File: config.mk
export PLATFORM = sky130hd
export DESIGN_NAME = cdb_req_buf
export DESIGN_NICKNAME = d
export VERILOG_FILES = /design/src/rtl/cdb_req_buf.sv
export SDC_FILE = /design/constraint.sdc
export NUM_CORES = 1
export LEC_CHECK = 0
export CAP_MARGIN = 20
export CORE_MARGIN = 2
export CORE_UTILIZATION = 30
export CTS_CLUSTER_SIZE = 28
export DETAILED_ROUTE_END_ITERATION = 7
export PLACE_DENSITY = 0.63
export REMOVE_ABC_BUFFERS = 1
export SLEW_MARGIN = 20
export SYNTH_ARGS = -nofsm -noshare
export SYNTH_HDL_FRONTEND = slang
export SYNTH_SLANG_ARGS = --single-unit
File: constraint.sdc
create_clock -name clk -period 2.4 [get_ports clk]
set_clock_uncertainty 0.1 [all_clocks]
set_input_delay 0.72 -clock clk [delete_from_list [all_inputs] [get_ports clk]]
set_output_delay 0.72 -clock clk [all_outputs]
set_load 0.02 [all_outputs]
File: src/rtl/cdb_req_buf.sv
// rtl/cdb_req_buf.sv - CDB request buffer: in-order result FIFO between a functional unit and the CDB arbiter (option: CDB_REQ_BUF_BYPASS_EN)
module cdb_req_buf #(
  parameter int TAG_W  = 4,
  parameter int DATA_W = 32,
  parameter int DEPTH  = 4
) (
  input  logic                     clk,
  input  logic                     rst_n,
  input  logic                     flush,
  input  logic                     in_vld,
  output logic                     in_rdy,
  input  logic [TAG_W-1:0]         in_tag,
  input  logic [DATA_W-1:0]        in_wdata,
  output logic                     cdb_req,
  input  logic                     cdb_rdy,
  output logic [TAG_W-1:0]         cdb_tag,
  output logic [DATA_W-1:0]        cdb_wdata,
  output logic [$clog2(DEPTH):0]   count
);

  localparam int AW = $clog2(DEPTH);
  localparam int CW = AW + 1;
  localparam logic [CW-1:0] FULL_CNT = CW'(DEPTH);

  logic [TAG_W-1:0]  tag_mem  [DEPTH];
  logic [DATA_W-1:0] data_mem [DEPTH];
  logic [AW-1:0]     wr_ptr;
  logic [AW-1:0]     rd_ptr;

  logic empty;
  logic full;
  logic push;
  logic pop;
  logic byp;
  logic wr_en;

  // Handshake decode; rst_n gates the outputs so they drop as soon as reset asserts.
  always_comb begin
    empty  = (count == '0);
    full   = (count == FULL_CNT);
    in_rdy = rst_n && !full && !flush;
    push   = in_vld && in_rdy;
    byp    = 1'b0;
`ifdef CDB_REQ_BUF_BYPASS_EN
    byp    = rst_n && empty && in_vld && !flush;
`endif
    cdb_req = rst_n && !flush && (!empty || byp);
    // A bypassed result granted in the same cycle never touches storage.
    pop    = !empty && cdb_req && cdb_rdy;
    wr_en  = push && !(byp && cdb_rdy);
    cdb_tag   = '0;
    cdb_wdata = '0;
`ifdef CDB_REQ_BUF_BYPASS_EN
    if (byp) begin
      cdb_tag   = in_tag;
      cdb_wdata = in_wdata;
    end else if (cdb_req) begin
      cdb_tag   = tag_mem[rd_ptr];
      cdb_wdata = data_mem[rd_ptr];
    end
`else
    if (cdb_req) begin
      cdb_tag   = tag_mem[rd_ptr];
      cdb_wdata = data_mem[rd_ptr];
    end
`endif
  end

  // Pointer and occupancy state; flush wins over any same-cycle push or pop.
  always_ff @(posedge clk or negedge rst_n) begin
    if (!rst_n) begin
      wr_ptr <= '0;
      rd_ptr <= '0;
      count  <= '0;
    end else if (flush) begin
      wr_ptr <= '0;
      rd_ptr <= '0;
      count  <= '0;
    end else begin
      if (wr_en) wr_ptr <= wr_ptr + AW'(1);
      if (pop)   rd_ptr <= rd_ptr + AW'(1);
      case ({wr_en, pop})
        2'b10:   count <= count + CW'(1);
        2'b01:   count <= count - CW'(1);
        default: count <= count;
      endcase
    end
  end

  // Entry storage; contents are meaningless outside the occupied window, so no reset.
  always_ff @(posedge clk) begin
    if (wr_en) begin
      tag_mem[wr_ptr]  <= in_tag;
      data_mem[wr_ptr] <= in_wdata;
    end
  end

endmodule

Yosys cells after proc, flatten, opt, wreduce, memory -nomap -nowiden. Memory sizes are Yosys's and may differ from the RTL's. Index checks and enable logic that the tools add are counted. Widths: inputs -> output; s select.

Memories kept: 2. Bits of input ports: 41. Output and inout bits: 41. Memory bits (writable): 144. Register bits: 7. Word-level logic and storage cells: 36.

Add/subtract/negate cells: 4. Equal/unequal tests: 3. Reduce and logical (&&, ||, !) cells: 14. Multiplexer cells: 10.

Memory list: data_mem (depth 4, bits a word 32, rd ports 1, clocked after Yosys merged registers in 0, write ports 1, line 26) `logic [DATA_W-1:0] data_mem [DEPTH];`; tag_mem (depth 4, bits a word 4, rd ports 1, clocked after Yosys merged registers in 0, write ports 1, line 25) `logic [TAG_W-1:0] tag_mem [DEPTH];`.

Operators by type and width (number): $mux 32 (1); $mux 2 (4); $logic_and 1x1->1 (7); $pmux 3 s2 (1); $add 2x1->2 const B (2); $mux 4 (1); $reduce_bool 2->1 (2); $add 3x1->3 const B (1); $eq 3x3->1 const B (1); $logic_not 1->1 (3); $logic_not 3->1 (1); $mux 3 (1); $reduce_bool 3->1 (1); $sub 3x1->3 const B (1); $eq 2x1->1 const B (1); $eq 2x2->1 const B (1); $mux 1 (2).

Depth between registers and ports, before layout. Gate-level depths: netlist (run 1).

Depth in word-level cells: 8. Depth in mapped cells: 7. Gate-level depth less buffers: 6.

Worst setup path after synthesis (run 1). Ideal clock, no wire load.

Path kind: input port to output port. Start: in flush. End: out cdb_wdata[22]. Data required time: 1.580 ns. Buffers on the path: 3. Setup slack: -0.386 ns. Cell stages on the path: 5. Data arrival time: 1.966 ns. Path through: clkbuf_1 -> or3b_1 -> buf_2 -> buf_1 -> nor2b_1.

Word-level cells in the longest chain between the ends: 4.

Ends and longest elaborated chain: from (decl) (line 9) `input logic flush,`; $logic_not 1->1 (line 47) `cdb_req = rst_n && !flush && (!empty || byp);`; $logic_and 1x1->1 (2 in a row) (line 47); $mux 32 (line 62) `if (cdb_req) begin`; to (decl) (line 17) `output logic [DATA_W-1:0] cdb_wdata,`.

Every way passes these cells.

Worst setup path after layout (run 1).
Start: in rst_n. End: out cdb_wdata[5].

Word-level cells in the longest chain between the ends: 3.

Ends and longest elaborated chain: from (decl) (line 8) `input logic rst_n,`; $logic_and 1x1->1 (2 in a row) (line 47); $mux 32 (line 62).

Every way passes these cells.

==> out/results.ini, run 1 <==
[flow_run]
maxCapViolCount=0

[clock_network]
h-tree-depth=4
cts_tree=yes
cts_made_buffers=17
clk_pin_slew_ps=60
clock_sinks=151
insertion_delay_ps=420
cts_buffer_depth=2
ctsRootBufferMaster=clkbuf_16

[sta]
fin_crit_sh=1.15
final-max-slew-violation-count=0
fmax_mhz=363
timing.final.ws_setup_ps=-356
setup_viol=39
hold_viol_final=0
rsz0062_at_grt=yes
min_period_ps=2760
worst_pin_slew_ps=289
maxSlewHeadroom=0.807

[outcome]
status=complete, but fails checks
violations=setup timing

[cells_and_area]
insertedDiodeCount=0
drive_gt1_frac=0.451
most-common-layout-cells=144 x edfxtp_1, 38 x clkdlybuf4s50_1, 36 x mux4_2, 27 x buf_6, 27 x buf_4
fillCellCount=1700
seq_area_sq_um=4500
area.growth.synth_to_final_pct=42.3
multi_input_area_sq_um=1590
fin_nets=454
layout_commonest_cell=edfxtp_1

[worst_setup_path]
critPathCaptureType=output port
slowest_stage=or3b_4
crit_chain=clkdlybuf4s15_2 > or3b_4 > buf_12 > buf_16 > nor2b_4 > buf_6
crit_arrival_ps=1940
crit_family=buffers and inverters
crit_buf_inv=4
worstSetupPathType=in2out
crit_path_max_incr_delay_ps=440
path_max_fanout=6
cp-start-kind=primary input
required_ps=1580

[floorplanning]
die_area_sq_um=21100
core_area_sq_um=19500
start_util=0.306
die_y_um=145
die_x_um=145
rows=51
ios=82

[power]
ir_drop_mv=0.475
power_mw=6.42
powerDensity_nw_per_um2=754
leakage_nw=2.93

[route]
dr.pass1.iters=4
drt-wirelength-per-cell_um=18.5
ant_nets=0
avgViaCountPerCell=4.52
via_count=3101
wirelength_um=12700
drcViolationCount=0
drt_first_iter_violations=209

[yosys]
yosysSeqAreaShare=0.752
ys_warn_count=0
syn_area_per_cell_sq_um=21.3
synth_top_cell_area_share=0.723
synth_area_leaders=edfxtp_1 72%, mux4_2 14%, nor2b_1 3.9%, dfrtp_1 2.9%, ha_1 0.84%
syn_inst=281
ys_types=35
synth_area_sq_um=5980
synth_top_cell_by_area=edfxtp_1
ys_ff_latch=151

[placed_design]
gp_congestion=0.681
place_ws_ps=-1220
dpl.hpwl_um=7220
port_buffers=81

[worst_hold_path]
min_path_type=in2async

[global_route]
track_usage=0.128
antenna_found_initial=0
grt_pass1_vias=3385
overflow=0
grt_max_degree=25
grt_pass1_wl_um=19800

[per-stage QoR]
step           utilization  setup TNS (ps)  hold slack (ps)  area, sq um  std cells
2_1_floorplan            -          -29610              324         5920        267
3_3_place_gp         0.381          -78220              458         7440        641
3_5_place_dp         0.381          -81920              480         7440        641
4_1_cts              0.432          -13930              190         8430        685
5_1_grt              0.436          -14130              199         8510        686
6_report             0.436          -12100              208         8510        686
[worst paths after layout]
kind                       startpoint      endpoint  slack, ps  cells after the start
max                             rst_n  cdb_wdata[5]       -360                      6
min                             rst_n     wr_ptr[1]        210                      2
min in group clk            wr_ptr[1]     wr_ptr[1]        490                      2
max in group asynchronous       rst_n     rd_ptr[1]       1840                      2
max reg2reg                  count[1]      count[2]       -170                      9
min reg2reg                 wr_ptr[1]     wr_ptr[1]        490                      2
[layout make-up]
class | instances | share of cell area
timing repair buffer | 122 | 0.173
clock inverter | 15 | 0.0209
clock buffer | 17 | 0.0500
sequential | 151 | 0.529
tap | 265 | 0.0389
multi-input combinational | 113 | 0.186
inverter | 3 | 0.00191
[worst reg2reg max path, stage by stage (launching register included)]
cell and delay (ps):
dfrtp_1 400, buf_4 140, buf_6 120, or3b_4 390
buf_6 140, a211oi_4 220, fa_1 240, or3b_2 440
a21oi_1 190, a2111oi_2 60
[layer usage]
layer / track usage / vias to the layer above / wire length [um]
met1: 0.165 / 1628 / 5560
met4: 0.0441 / 0 / 200
li1: - / 1388 / -
met3: 0.0415 / 17 / 641
met5: 0 / - / 0
met2: 0.204 / 68 / 6280
[cell usage after synthesis, drive strengths merged]
| cell type | n |
|---|---|
| edfxtp | 144 |
| nor2b | 37 |
| mux4 | 36 |
| buf | 10 |
| dfrtp | 7 |
| nor2 | 6 |
| and3 | 4 |
| clkbuf | 4 |
| ha | 4 |
| or3b | 4 |
| xnor2 | 4 |
| inv | 3 |
| mux2i | 3 |
| and3b | 2 |
| nand3b | 2 |
| nor3 | 2 |
| a2111oi | 1 |
| a211oi | 1 |
| a21oi | 1 |
| and2 | 1 |
| fa | 1 |
| mux2 | 1 |
| nand2b | 1 |
| nor3b | 1 |
| o21ai | 1 |
[report_power, final]
part	internal [mW]	switching, mW
clock network	1.64	1.05
registers	2.93	0.0168
logic	0.433	0.347
total	5.00	1.42
[cell families (layout without fill, tap and decap cells)]
| group | Yosys count | after routing | share of synthesized area |
|---|---|---|---|
| xor+xnor | 4 | 4 | 0.00711 |
| simple gates | 60 | 60 | 0.0667 |
| flops | 151 | 151 | 0.752 |
| fa+ha+maj | 5 | 5 | 0.0117 |
| buf+inv | 17 | 157 | 0.0125 |
| mux | 40 | 40 | 0.142 |
| compound gates | 4 | 4 | 0.00753 |
[sequential cells by signal (all words and copies together), names as in the netlist]
| signal | cells |
|---|---|
| wr_ptr | 2 |
| tag_mem | 16 |
| data_mem | 128 |
| count | 3 |
| rd_ptr | 2 |
[timing repair]
| action | CTS | global route |
|---|---|---|
| resized for setup | 254 | 30 |
| pin swaps | 3 | 2 |
| setup endpoints to repair | 39 | 39 |
| gates cloned | 7 | 0 |
| hold buffers | 0 | 0 |
| buffers inserted | 7 | 3 |
Note: power is estimated with default switching activity, not from simulation.
==> run 2, diff against run 1 <==
Settings changed: CORE_UTILIZATION 30 to 45, CTS_BUF_LIST set to sky130_fd_sc_hd__clkbuf_8, PLACE_DENSITY 0.63 to 0.82.
==> out/results.ini, run 2 (synthesis gave the netlist of run 1 again) <==
[route]
wirelength_um=11900  ; -6.1%
dr.pass1.iters=4  ; unchanged
avgViaCountPerCell=5.21  ; +15%
drt_first_iter_violations=305  ; +46%
drcViolationCount=0  ; unchanged
ant_nets=0  ; unchanged
drt-wirelength-per-cell_um=19.6  ; +5.9%
via_count=3166  ; +2.1%

[clock_network]
h-tree-depth=4  ; unchanged
cts_made_buffers=17  ; unchanged
cts_buffer_depth=2  ; unchanged
insertion_delay_ps=420  ; about the same
clock_sinks=151  ; unchanged
ctsRootBufferMaster=clkbuf_8
cts_tree=yes
clk_pin_slew_ps=80  ; +20 ps

[floorplanning]
die_x_um=119  ; -18%
start_util=0.455  ; +0.149
ios=82  ; unchanged
die_y_um=119  ; -18%
core_area_sq_um=13100  ; -33%
die_area_sq_um=14200  ; -33%
rows=42  ; -18%

[worst_setup_path]
cp-start-kind=flop
r2r_slack_ps=-80  ; +90 ps
path_max_fanout=7  ; +1
rr_worst_depth=10  ; +1
r2r_start=count[0]
worstSetupPathType=reg2out
critPathCaptureType=output port
crit_arrival_ps=1950  ; about the same
r2r-end=count[2]
required_ps=1580  ; about the same

[power]
switchingPower_mw=1.26  ; -11%
powerDensity_nw_per_um2=679  ; -9.9%
p_comb_frac=0.139  ; +0.017
power_mw=5.63  ; -12%
leakage_nw=2.90  ; -0.92%
power.share.switching=0.224  ; +0.00302
p_clk_frac=0.338  ; -0.081
ir_drop_mv=0.366  ; -23%
pwr-share-seq=0.522  ; +0.063
intPower_mw=4.37  ; -13%

[cells_and_area]
design_area_sq_um=8290  ; -2.7%
largest_registers=data_mem x128, tag_mem x16, count x3
top_register=data_mem
drive_gt1_frac=0.476  ; +0.0243
fin_cells=608  ; -11%
fillCellCount=923  ; -46%
most-common-layout-cells=144 x edfxtp_1, 38 x clkdlybuf4s50_1, 36 x mux4_2, 36 x buf_6, 33 x buf_4
layout_commonest_cell=edfxtp_1
fin_nets=464  ; +2.2%
largest_reg_flops=128  ; unchanged
area.growth.synth_to_final_pct=38.5

[sta]
holdWs_ps=114  ; -93.7 ps
rsz0062_at_grt=yes
fin_crit_sh=1.15  ; +0.00630
hold_viol_final=0  ; unchanged
maxSlewHeadroom=0.819  ; +0.0124
tns_ps=-11580  ; +516 ps
final-max-slew-violation-count=0  ; unchanged
setup_viol=39  ; unchanged
fmax_mhz=361  ; -0.55%
timing.final.ws_setup_ps=-371  ; -15.1 ps
worst_pin_slew_ps=270  ; -18.6 ps
min_period_ps=2770  ; +15.1 ps

[placed_design]
dp_cells=558  ; -13%
gp_congestion=0.773  ; +14%
port_buffers=81  ; unchanged
dpl.hpwl_um=7070  ; -2.1%
placed_cell_area_sq_um=7360  ; -1.1%

[outcome]
violations=setup timing
status=complete, but fails checks

[global_route]
overflow=0  ; unchanged
track_usage=0.175  ; +0.0476
grt_pass1_vias=3297  ; -2.6%
grt_pass1_wl_um=18500  ; -6.5%
grt_max_degree=22  ; -12%
antenna_found_initial=1  ; +1

[worst_hold_path]
min_path_type=in2async

[flow_run]
maxCapViolCount=0  ; unchanged

-- run 2: cell types whose count changed in the layout (fill, tap and decap cells not counted), moves of 2 or more --
cell,before,now
inv_1,2,4
nor2b_4,22,28
buf_6,27,36
clkbuf_16,17,1
nor2b_1,15,9
buf_4,27,33
buf_12,18,14
clkbuf_8,0,17
-- run 2: power groups by stage --
stage | combinational [mW] | sequential (mW) | clock, mW
after global routing | 0.833 | 2.94 | 2.06
after global placement | 0.576 | 3.00 | 0
after detailed placement | 0.592 | 3.00 | 0
after CTS | 0.747 | 2.94 | 1.94
final | 0.785 | 2.94 | 1.90
after floorplan | 0.239 | 3.04 | 0
-- run 2: area by class of cell --
| class | instances | area, sq um | area share |
|---|---|---|---|
| sequential | 151 | 4500 | 0.543 |
| antenna | 1 | 2.50 | 0.000302 |
| tap | 176 | 220 | 0.0266 |
| clock inverter | 15 | 163 | 0.0196 |
| clock buffer | 17 | 234 | 0.0282 |
| timing repair buffer | 132 | 1520 | 0.183 |
| multi-input combinational | 113 | 1630 | 0.197 |
| inverter | 3 | 16.3 | 0.00196 |
-- run 2: what timing repair did --
action                                  in CTS  in global routing
buffers inserted                            12                  4
endpoints found under the setup margin      41                 41
pin swaps                                    5                  4
hold buffers                                 0                  0
gates resized for setup                    249                 50
gates cloned                                 5                  1
-- run 2: through the flow --
step / util / setup slack (ps)
5_1_grt: 0.631 / -441
3_3_place_gp: 0.560 / -1170
4_1_cts: 0.615 / -403
6_report: 0.631 / -371
2_1_floorplan: - / -817
3_5_place_dp: 0.560 / -1180
-- run 2: layer usage --
layer	up-vias	part of all wire	routed length, um	GRT usage
met2	95	0.51	6120	0.295
met5	-	0	0	0
met3	8	0.045	531	0.0460
met1	1659	0.43	5170	0.231
li1	1404	-	-	-
met4	0	0.0070	83	0.0419
-- run 2: worst max path at each step --
stage | from | endpoint | slack (ps) | cells past startpoint
2_1_floorplan | rd_ptr[0] | cdb_tag[0] | -820 | 2
3_3_place_gp | rst_n | cdb_tag[3] | -1170 | 5
3_5_place_dp | rst_n | cdb_tag[3] | -1180 | 5
4_1_cts | count[2] | cdb_wdata[29] | -400 | 7
5_1_grt | count[0] | cdb_wdata[29] | -440 | 7
6_report | count[0] | cdb_tag[0] | -370 | 7
-- run 2: critical path: stages (launching register included) --
cell and delay [ps]:
dfrtp_1 380, nor3_2 60, or3b_4 410, buf_6 140
buf_6 120, buf_12 150, nor2b_1 120, buf_4 150
